## src/rtl/tone_pkg.sv

```systemverilog
// Shared definitions for the tone sequencer: note codes, FSM states and the
// octave-0 tone period table used to derive the generator period.
package tone_pkg;

   localparam int unsigned TABLE_W = 20;

   localparam logic [3:0] NOTE_C    = 4'd0;
   localparam logic [3:0] NOTE_CS   = 4'd1;
   localparam logic [3:0] NOTE_D    = 4'd2;
   localparam logic [3:0] NOTE_DS   = 4'd3;
   localparam logic [3:0] NOTE_E    = 4'd4;
   localparam logic [3:0] NOTE_F    = 4'd5;
   localparam logic [3:0] NOTE_FS   = 4'd6;
   localparam logic [3:0] NOTE_G    = 4'd7;
   localparam logic [3:0] NOTE_GS   = 4'd8;
   localparam logic [3:0] NOTE_A    = 4'd9;
   localparam logic [3:0] NOTE_AS   = 4'd10;
   localparam logic [3:0] NOTE_B    = 4'd11;
   localparam logic [3:0] NOTE_REST = 4'd12;

   typedef enum logic [1:0] {
      IDLE = 2'd0,
      PLAY = 2'd1,
      GAP  = 2'd2
   } state_t;

   // Full tone periods in 12 MHz clocks for octave 0, tuned to A0 = 27.5 Hz.
   localparam logic [TABLE_W-1:0] PERIOD_TABLE [12] = '{
      20'd733873, 20'd692684, 20'd653807, 20'd617111,
      20'd582476, 20'd549784, 20'd518927, 20'd489802,
      20'd462311, 20'd436364, 20'd411872, 20'd388756
   };

   // Each octave up halves the period; the shift truncates.
   function automatic logic [TABLE_W-1:0] note_period(input logic [3:0] note,
                                                      input logic [2:0] octave);
      logic [TABLE_W-1:0] base;
      case (note)
         NOTE_C:  base = PERIOD_TABLE[0];
         NOTE_CS: base = PERIOD_TABLE[1];
         NOTE_D:  base = PERIOD_TABLE[2];
         NOTE_DS: base = PERIOD_TABLE[3];
         NOTE_E:  base = PERIOD_TABLE[4];
         NOTE_F:  base = PERIOD_TABLE[5];
         NOTE_FS: base = PERIOD_TABLE[6];
         NOTE_G:  base = PERIOD_TABLE[7];
         NOTE_GS: base = PERIOD_TABLE[8];
         NOTE_A:  base = PERIOD_TABLE[9];
         NOTE_AS: base = PERIOD_TABLE[10];
         NOTE_B:  base = PERIOD_TABLE[11];
         default: base = '0;
      endcase
      return base >> octave;
   endfunction

endpackage

```

## src/rtl/tick_prescaler.sv

```systemverilog
// Free-running modulo-DIV counter producing a registered one-cycle tick;
// restart forces the count back to zero so a new note starts on a clean tick grid.
module tick_prescaler #(
   parameter int unsigned DIV = 12000
) (
   input  logic clk,
   input  logic rst_n,
   input  logic restart,
   output logic tick
);

   localparam int unsigned CNT_W = (DIV > 1) ? $clog2(DIV) : 1;
   localparam logic [CNT_W-1:0] TERM = CNT_W'(DIV - 1);

   logic [CNT_W-1:0] count_q;
   logic [CNT_W-1:0] count_d;
   logic             tick_q;
   logic             tick_d;

   // Next count; tick is registered so it is high exactly while count_q sits at TERM.
   always_comb begin
      count_d = count_q;
      if (restart) begin
         count_d = '0;
      end else if (count_q == TERM) begin
         count_d = '0;
      end else begin
         count_d = count_q + CNT_W'(1);
      end
      tick_d = (count_d == TERM);
   end

   // Counter and tick flops.
   always_ff @(posedge clk or negedge rst_n) begin
      if (!rst_n) begin
         count_q <= '0;
         tick_q  <= 1'b0;
      end else begin
         count_q <= count_d;
         tick_q  <= tick_d;
      end
   end

   assign tick = tick_q;

endmodule

```

## src/rtl/tone_sequencer.sv

```systemverilog
// Note command front end for the piezo tone generator: accepts a note, drives
// period and enable for its duration, then inserts a silent articulation gap.
module tone_sequencer
   import tone_pkg::*;
#(
   parameter int unsigned MAIN_CLK_FREQ = 12_000_000,
   parameter int unsigned TICK_HZ       = 1000,
   parameter int unsigned GAP_TICKS     = 10,
   parameter int unsigned PERIOD_W      = 20,
   parameter int unsigned DUR_W         = 12
) (
   input  logic                CLK_IN,
   input  logic                RST_N,
   input  logic                cmd_valid,
   output logic                cmd_ready,
   input  logic [3:0]          cmd_note,
   input  logic [2:0]          cmd_octave,
   input  logic [DUR_W-1:0]    cmd_dur,
   output logic [PERIOD_W-1:0] tone_period,
   output logic                tone_en,
   output logic                busy,
   output logic                note_done
);

   localparam int unsigned DIV   = MAIN_CLK_FREQ / TICK_HZ;
   localparam int unsigned GAP_W = (GAP_TICKS > 0) ? $clog2(GAP_TICKS + 1) : 1;
   localparam int unsigned CNT_W = (DUR_W > GAP_W) ? DUR_W : GAP_W;
   localparam logic [CNT_W-1:0] GAP_LOAD = CNT_W'(GAP_TICKS);
   localparam logic [CNT_W-1:0] CNT_ONE  = CNT_W'(1);

   state_t              state_q;
   state_t              state_d;
   logic [CNT_W-1:0]    cnt_q;
   logic [CNT_W-1:0]    cnt_d;
   logic [PERIOD_W-1:0] tone_period_q;
   logic [PERIOD_W-1:0] tone_period_d;
   logic                tone_en_q;
   logic                tone_en_d;
   logic                note_done_q;
   logic                note_done_d;
   logic                accept;
   logic                tick;

   assign accept = cmd_valid && (state_q == IDLE);

   tick_prescaler #(
      .DIV (DIV)
   ) u_prescaler (
      .clk     (CLK_IN),
      .rst_n   (RST_N),
      .restart (accept),
      .tick    (tick)
   );

   // Next-state logic; every output is decided here and registered below.
   always_comb begin
      state_d       = state_q;
      cnt_d         = cnt_q;
      tone_period_d = tone_period_q;
      tone_en_d     = tone_en_q;
      note_done_d   = 1'b0;
      case (state_q)
         IDLE: begin
            tone_en_d = 1'b0;
            if (accept) begin
               if (cmd_note < NOTE_REST) begin
                  tone_period_d = PERIOD_W'(note_period(cmd_note, cmd_octave));
               end else begin
                  tone_period_d = tone_period_q;
               end
               // A zero-length note still gets its articulation gap.
               if (cmd_dur != '0) begin
                  state_d   = PLAY;
                  cnt_d     = CNT_W'(cmd_dur);
                  tone_en_d = (cmd_note < NOTE_REST);
               end else begin
                  state_d = GAP;
                  cnt_d   = GAP_LOAD;
               end
            end else begin
               state_d = IDLE;
            end
         end
         PLAY: begin
            if (tick) begin
               if (cnt_q == CNT_ONE) begin
                  state_d   = GAP;
                  cnt_d     = GAP_LOAD;
                  tone_en_d = 1'b0;
               end else begin
                  cnt_d = cnt_q - CNT_ONE;
               end
            end else begin
               state_d = PLAY;
            end
         end
         GAP: begin
            tone_en_d = 1'b0;
            if (cnt_q == '0) begin
               state_d     = IDLE;
               note_done_d = 1'b1;
            end else if (tick) begin
               if (cnt_q == CNT_ONE) begin
                  state_d     = IDLE;
                  note_done_d = 1'b1;
               end else begin
                  cnt_d = cnt_q - CNT_ONE;
               end
            end else begin
               state_d = GAP;
            end
         end
         default: begin
            state_d   = IDLE;
            cnt_d     = '0;
            tone_en_d = 1'b0;
         end
      endcase
   end

   // State and output registers; reset silences the generator immediately.
   always_ff @(posedge CLK_IN or negedge RST_N) begin
      if (!RST_N) begin
         state_q       <= IDLE;
         cnt_q         <= '0;
         tone_period_q <= '0;
         tone_en_q     <= 1'b0;
         note_done_q   <= 1'b0;
      end else begin
         state_q       <= state_d;
         cnt_q         <= cnt_d;
         tone_period_q <= tone_period_d;
         tone_en_q     <= tone_en_d;
         note_done_q   <= note_done_d;
      end
   end

   assign cmd_ready   = (state_q == IDLE);
   assign busy        = (state_q != IDLE);
   assign tone_period = tone_period_q;
   assign tone_en     = tone_en_q;
   assign note_done   = note_done_q;

endmodule

```

## config.mk

```make
export PLATFORM = sky130hd
export DESIGN_NAME = tone_sequencer
export DESIGN_NICKNAME = d
export VERILOG_FILES = /design/src/rtl/tone_pkg.sv /design/src/rtl/tick_prescaler.sv /design/src/rtl/tone_sequencer.sv
export SDC_FILE = /design/constraint.sdc
export NUM_CORES = 1
export LEC_CHECK = 0
export ABC_AREA = 0
export BUFFER_PORTS_ARGS = -buffer_cell sky130_fd_sc_hd__buf_2
export CAP_MARGIN = 20
export CORE_MARGIN = 2
export CORE_UTILIZATION = 54
export CTS_CLUSTER_SIZE = 8
export DETAILED_ROUTE_END_ITERATION = 8
export PLACE_DENSITY = 0.81
export SYNTH_ARGS = -nofsm -noshare
export SYNTH_HDL_FRONTEND = slang
export SYNTH_HIERARCHICAL = 1
export SYNTH_SLANG_ARGS = --single-unit
```

## constraint.sdc

```tcl
create_clock -name CLK_IN -period 1.88 [get_ports CLK_IN]
set_input_delay 0.564 -clock CLK_IN [delete_from_list [all_inputs] [get_ports CLK_IN]]
set_output_delay 0.564 -clock CLK_IN [all_outputs]
set_load 0.02 [all_outputs]
```

-- After elaboration in Yosys (flattened, before gate mapping)
Memories as Yosys holds them, arrays and structs flattened.
Cells that the tools add are included.
- bits in registers: 51
- ROM bits: 320
- output and inout port bits: 24
- bits of input ports: 22
- memories kept: 1
- $add $sub $neg: 2
- shift-type cells: 1
- mux-type cells: 30
- reductions and logical operators: 9
- equal/unequal tests: 13
- order comparisons: 1
- memories (name ; words ; bits a word ; read ports ; clocked after Yosys merged registers in ; write ports ; RTL line ; text):
    (name not given) ; 16 ; 20 ; 1 ; 0 ; 0 ; tone_pkg.sv:38 ; case (note)
- operator list (cell ; number):
    $mux W12 ; 7
    $mux W20 ; 3
    $pmux W12 S3 ; 1
    $eq A14 B14 Y1 const B ; 2
    $mux W14 ; 2
    $shr A20 B3 Y20 ; 1
    $add A14 B1 Y14 const B ; 1
    $mux W2 ; 7
    $eq A12 B1 Y1 const B ; 1
    $logic_not A12 Y1 ; 1
    $reduce_bool A12 Y1 ; 1
    $sub A12 B1 Y12 const B ; 1
    $mux W1 ; 8
    $ne A2 B1 Y1 const B ; 3
    $ne A2 B2 Y1 const B ; 3
    $pmux W2 S3 ; 1
    $reduce_and A5 Y1 ; 1
    $lt A4 B4 Y1 const B ; 1
    $ne A4 B4 Y1 const B ; 1
    $reduce_and A2 Y1 ; 2
    $ne A3 B3 Y1 const B ; 1
    $reduce_and A3 Y1 ; 1
    $eq A2 B1 Y1 const B ; 1
    $eq A2 B2 Y1 const B ; 1
    4 further kinds ; 4

-- Longest topological paths before layout
- word-level depth: 5
- mapped depth: 8

-- By module
The synthesis kept the hierarchy.
- by module, submodules not included (module ; area an instance (um^2) ; instances ; cells an instance):
    tone_sequencer ; 3079.2 ; 1 ; 363
    tick_prescaler ; 842.1 ; 1 ; 84

-- Least setup slack after synthesis
OpenSTA, ideal clock, no wires.
- path kind: input-to-reg
- start: input cmd_note[0]
- end: register tone_period_q[10] (netlist: tone_period[10])
- arrival: 2303 ps
- stages on the path: 8
- setup slack: -504 ps
- required time: 1798 ps
- path buffers: 1
- path through: clkbuf_1 -> inv_1 -> ha_1 -> or3b_1 -> and2_1 -> a211oi_1 -> o21ai_1 -> a31oi_1
- cells in the longest elaborated chain, start to end: 5
- ends and longest elaborated chain (element ; RTL line ; text):
    start, declared ; tone_sequencer.sv:16 ; input logic [3:0] cmd_note,
    $mem_v2 Z16 W20 ; -- ;
    $mux W20 ; tone_sequencer.sv:66 ; if (cmd_note < NOTE_REST) begin
    $mux W20 ; tone_sequencer.sv:65 ; if (accept) begin
    $mux W20 ; tone_sequencer.sv:62 ; case (state_q)
    $shr A20 B3 Y20 ; tone_pkg.sv:53 ; return base >> octave;
    end signal, assigned ; tone_sequencer.sv:132 ; tone_period_q <= tone_period_d;
    end, declared ; tone_sequencer.sv:35 ; logic [PERIOD_W-1:0] tone_period_q;
Several ways; a longest one is shown, not always the timed one. The select of a mux whose other input is x is not followed.
A chain may end at the register's enable or synchronous reset.

-- Worst setup path in the final report
- start: register cnt_q[4]
- end: register cnt_q[7]
- cells in the longest elaborated chain, start to end: 5
- ends and longest elaborated chain (element ; RTL line ; text):
    start, declared ; tone_sequencer.sv:33 ; logic [CNT_W-1:0] cnt_q;
    start signal, assigned ; tone_sequencer.sv:131 ; cnt_q <= cnt_d;
    $sub A12 B1 Y12 ; tone_sequencer.sv:91, tone_sequencer.sv:107 ;
    $mux W12 ; tone_sequencer.sv:103 ; if (cnt_q == CNT_ONE) begin
    $mux W12 ; tone_sequencer.sv:102 ; end else if (tick) begin
    $mux W12 ; tone_sequencer.sv:99 ; if (cnt_q == '0) begin
    $pmux W12 S3 ; tone_sequencer.sv:62 ;
Several ways; a longest one is shown, not always the timed one. The select of a mux whose other input is x is not followed.

==> run_results.csv <==
group,metric,value,unit
outcome,status,"finished, violations left",
outcome,failed_checks,"negative setup slack",
clock_network,cts_root_buf,"sky130_fd_sc_hd__clkbuf_8",
floorplanning,horiz_die_dim,89.2,um
sta,layout_min_cycle_time,1.97,ns
grt,grt_first_pass_wirelength,18900,um
power_and_ir_drop,power.share.clock,18.7,%
floorplanning,die-height,89.2,um
routing,drt-wirelength-per-cell,18.8,um
worst_setup_path,worstPathCellList,"nor4_4 > buf_4 > o2111ai_4 > a31oi_4 > buf_6 > o21bai_1 > o2bb2ai_1",
routing,wirelength_met1,4780,um
hold_path,hold_class,"input port to asynchronous set/reset pin",
clock_network,worst_setup_hold_path_clk_slew,0.11,ns
placement,placement.io_buffers,45,
worst_setup_path,critPathCaptureType,"flop",
sta,fmax,507,MHz
grt,first_global_vias,4174,
sta,timing.slew.headroom,61.6,%
power_and_ir_drop,p_leak,2.35,nW
run,drv.max_cap_violation_count,0,
routing,detail_route.iter0.violations,325,
worst_setup_path,crit_path_max_fanout,5,
power_and_ir_drop,combinationalPowerShare,44.3,%
synth,synth_top_area_share,32.5,%
layout,layoutNonFillerInstCount,674,
sta,final_max_slew_viol_count,0,
synth,netlist.top_cell.by_area,"sky130_fd_sc_hd__dfrtp_1",
power_and_ir_drop,vdd_drop_max,0.000413,V
routing,route.vias.total,4291,
layout,drive_above_1_share,42.6,%
placement,dp_hpwl,8510,um
floorplanning,placementRows,31,
worst_setup_path,cp_slowest_stage_delay,0.45,ns
clock_network,cts.hold.buffers_added,0,
layout,layout.nets,606,
synth,syn_area,3920,um2
synth,async_reset_ff_share,100,%
sta,fin_ws,-0.0922,ns
layout,final_core_util,76.1,%
grt,gr-total-overflow,0,
synth,synth_seq_area_share,32.5,%
worst_setup_path,timing.critical_path.arrival,2.19,ns
sta,worst_pin_slew,0.571,ns
clock_network,htreeDepth,2,
synth,netlist-cell-type-count,80,
synth,top_ff_cell_synth,"sky130_fd_sc_hd__dfrtp_1",
worst_setup_path,critical-path-top-delay-family,"compound AO/OA/AOI/OAI gates",
placement,routabilityCongestion,0.925,
clock_network,clock_sinks,51,
routing,routed_wl,12700,um
clock_network,cts_made_buffers,5,
routing,firstDrtPassIters,5,
worst_setup_path,worstSetupPathType,"flop to flop",
synth,synth_cells,447,
clock_network,worstSkewPairLatency,0.31,ns
worst_setup_path,worstSetupStartpointType,"flop",
layout,area_growth,38.5,%
sta,finClkSkew,0.0183,ns
power_and_ir_drop,power.density_cell_area,778,nW/um2
synth,syn-mean-instance-area,8.77,um2
power_and_ir_drop,seq_power_share,37.0,%
synth,synth_seq_cells,51,
grt,grt_start_max_net_pins,36,
synth,synth_commonest_cells,"51 x sky130_fd_sc_hd__dfrtp_1, 35 x sky130_fd_sc_hd__nor2_1, 33 x sky130_fd_sc_hd__nand2_1, 25 x sky130_fd_sc_hd__inv_1, 20 x sky130_fd_sc_hd__a21oi_1",
placement,dpl.cell_count,651,
synth,number_of_enable_type_register_cells_in_the_synthesized_netlist,0,
clock_network,tritoncts,"yes",
grt,initial_antenna_violation_count,0,
routing,drc,0,
power_and_ir_drop,p_sw,1.69,mW
synth,dominant_cell_by_count_in_the_synthesized_netlist,"sky130_fd_sc_hd__dfrtp_1",
synth,synth_fp_nets,479,
worst_setup_path,timing.critical_path.required,2.10,ns
sta,finalSetupViolCount,11,
routing,routed-wl-met2,6490,um
worst_setup_path,critPathSlowestCell,"sky130_fd_sc_hd__dfrtp_1",
synth,synth_area_leaders,"sky130_fd_sc_hd__dfrtp_1 33%, sky130_fd_sc_hd__nor2_1 3.4%, sky130_fd_sc_hd__ha_1 3.2%",
floorplanning,fp.dieArea,7960,um2
routing,route.met3.wl,928,um
floorplanning,floorplan.io_pins,46,
routing,drt-vias-per-instance,6.37,
sta,grt_setup_unrepaired,"true",
worst_setup_path,cp.buffers_inverters,2,
layout,antenna-diode-count,0,
sta,final.period_utilization,105,%
grt,grt_usage,30.1,%
sta,hold_violations,0,
floorplanning,initial_utilization,54.9,%
routing,highest-signal-layer,"met4",
routing,detail-route-antenna-nets,0,
power_and_ir_drop,power_report.internal_total,2.53,mW
sta,totalNegativeSetupSlack,-0.570,ns
power_and_ir_drop,netSwitchingFraction,40.1,%
synth,synth.yosys.warnings,6,
clock_network,max-clock-path-buffers,2,
floorplanning,area_of_the_core,7140,um2
cell families (layout without fill, tap and decap cells):
kind of cell	after synthesis	after routing	synth area share, %
mux	12	12	4.21
simple gates	162	162	23.9
buf+inv	56	183	6.35
flops	51	51	32.5
fa+ha+maj	10	10	3.19
xor+xnor	13	13	2.90
compound gates	143	144	26.9
path summary, 6_finish.rpt:
path,startpoint,slack (ns),depth (start not counted),endpoint
setup reg to reg,cnt_q[4],-0.09,7,cnt_q[7]
hold / removal,RST_N,0.16,1,cnt_q[4]
hold reg to reg,tone_period[6],0.49,2,tone_period[6]
min in group CLK_IN,tone_period[6],0.49,2,tone_period[6]
setup / recovery,cnt_q[4],-0.09,7,cnt_q[7]
max in group asynchronous,RST_N,1.17,2,tone_period[5]
layout by cell type, fill, tap and decap left out, types with 10 or more instances in the layout:
master and count:
sky130_fd_sc_hd__o211ai_1 10, sky130_fd_sc_hd__nor2_1 34, sky130_fd_sc_hd__a21oi_1 12, sky130_fd_sc_hd__nor3_1 10, sky130_fd_sc_hd__a21oi_2 16, sky130_fd_sc_hd__nand2_1 33
sky130_fd_sc_hd__o21ai_1 13, sky130_fd_sc_hd__inv_1 23, sky130_fd_sc_hd__buf_2 43, sky130_fd_sc_hd__dfrtp_1 51, sky130_fd_sc_hd__buf_4 92, sky130_fd_sc_hd__nand3_1 11
sky130_fd_sc_hd__xnor2_1 10
flip-flops by register name, indices dropped and copies added, names as in the netlist:
name	count
u_prescaler/tick	1
cnt_q	12
note_done	1
u_prescaler/count_q	14
tone_period	20
tone_en	1
state_q	2
power groups by stage:
stage	Combinational, mW	Sequential, mW	Clock (mW)
after floorplan	1.05	1.55	0
after global placement	1.53	1.55	0
after detailed placement	1.60	1.56	0
after CTS	1.66	1.54	0.800
after global routing	2.02	1.58	0.866
final	1.87	1.56	0.792
layer usage:
| metal | vias to the layer above | global-route usage [%] |
|---|---|---|
| met5 | - | 0 |
| met4 | 0 | 13.7 |
| met3 | 57 | 4.71 |
| met2 | 239 | 51.4 |
| met1 | 2068 | 37.5 |
| li1 | 1927 | - |
metrics by stage:
step	total power [mW]	cell area (um2)	hold WS (ns)	setup slack, ns
detailed placement	3.17	4880	0.465	-0.441
global route	4.46	5430	0.184	-0.153
finish	4.23	5430	0.161	-0.0922
CTS	4.01	5120	0.188	-0.0206
global placement	3.08	4880	0.458	-0.401
floorplan	2.60	4000	0.268	-0.169
timing repair:
action / in CTS / in global routing
setup endpoints to repair: 28 / 29
resized for setup: 26 / 49
pin swaps: 8 / 15
gates cloned: 0 / 2
buffers inserted: 4 / 9
area by class of cell:
| cell class | count | area (um2) |
|---|---|---|
| sequential | 51 | 1280 |
| clock inverter | 3 | 46.3 |
| fill | 501 | 1700 |
| tap | 99 | 124 |
| multi-input combinational | 341 | 2720 |
| clock buffer | 5 | 68.8 |
| inverter | 27 | 116 |
| timing repair buffer | 148 | 1080 |
Power figures use the tool's default switching activity.
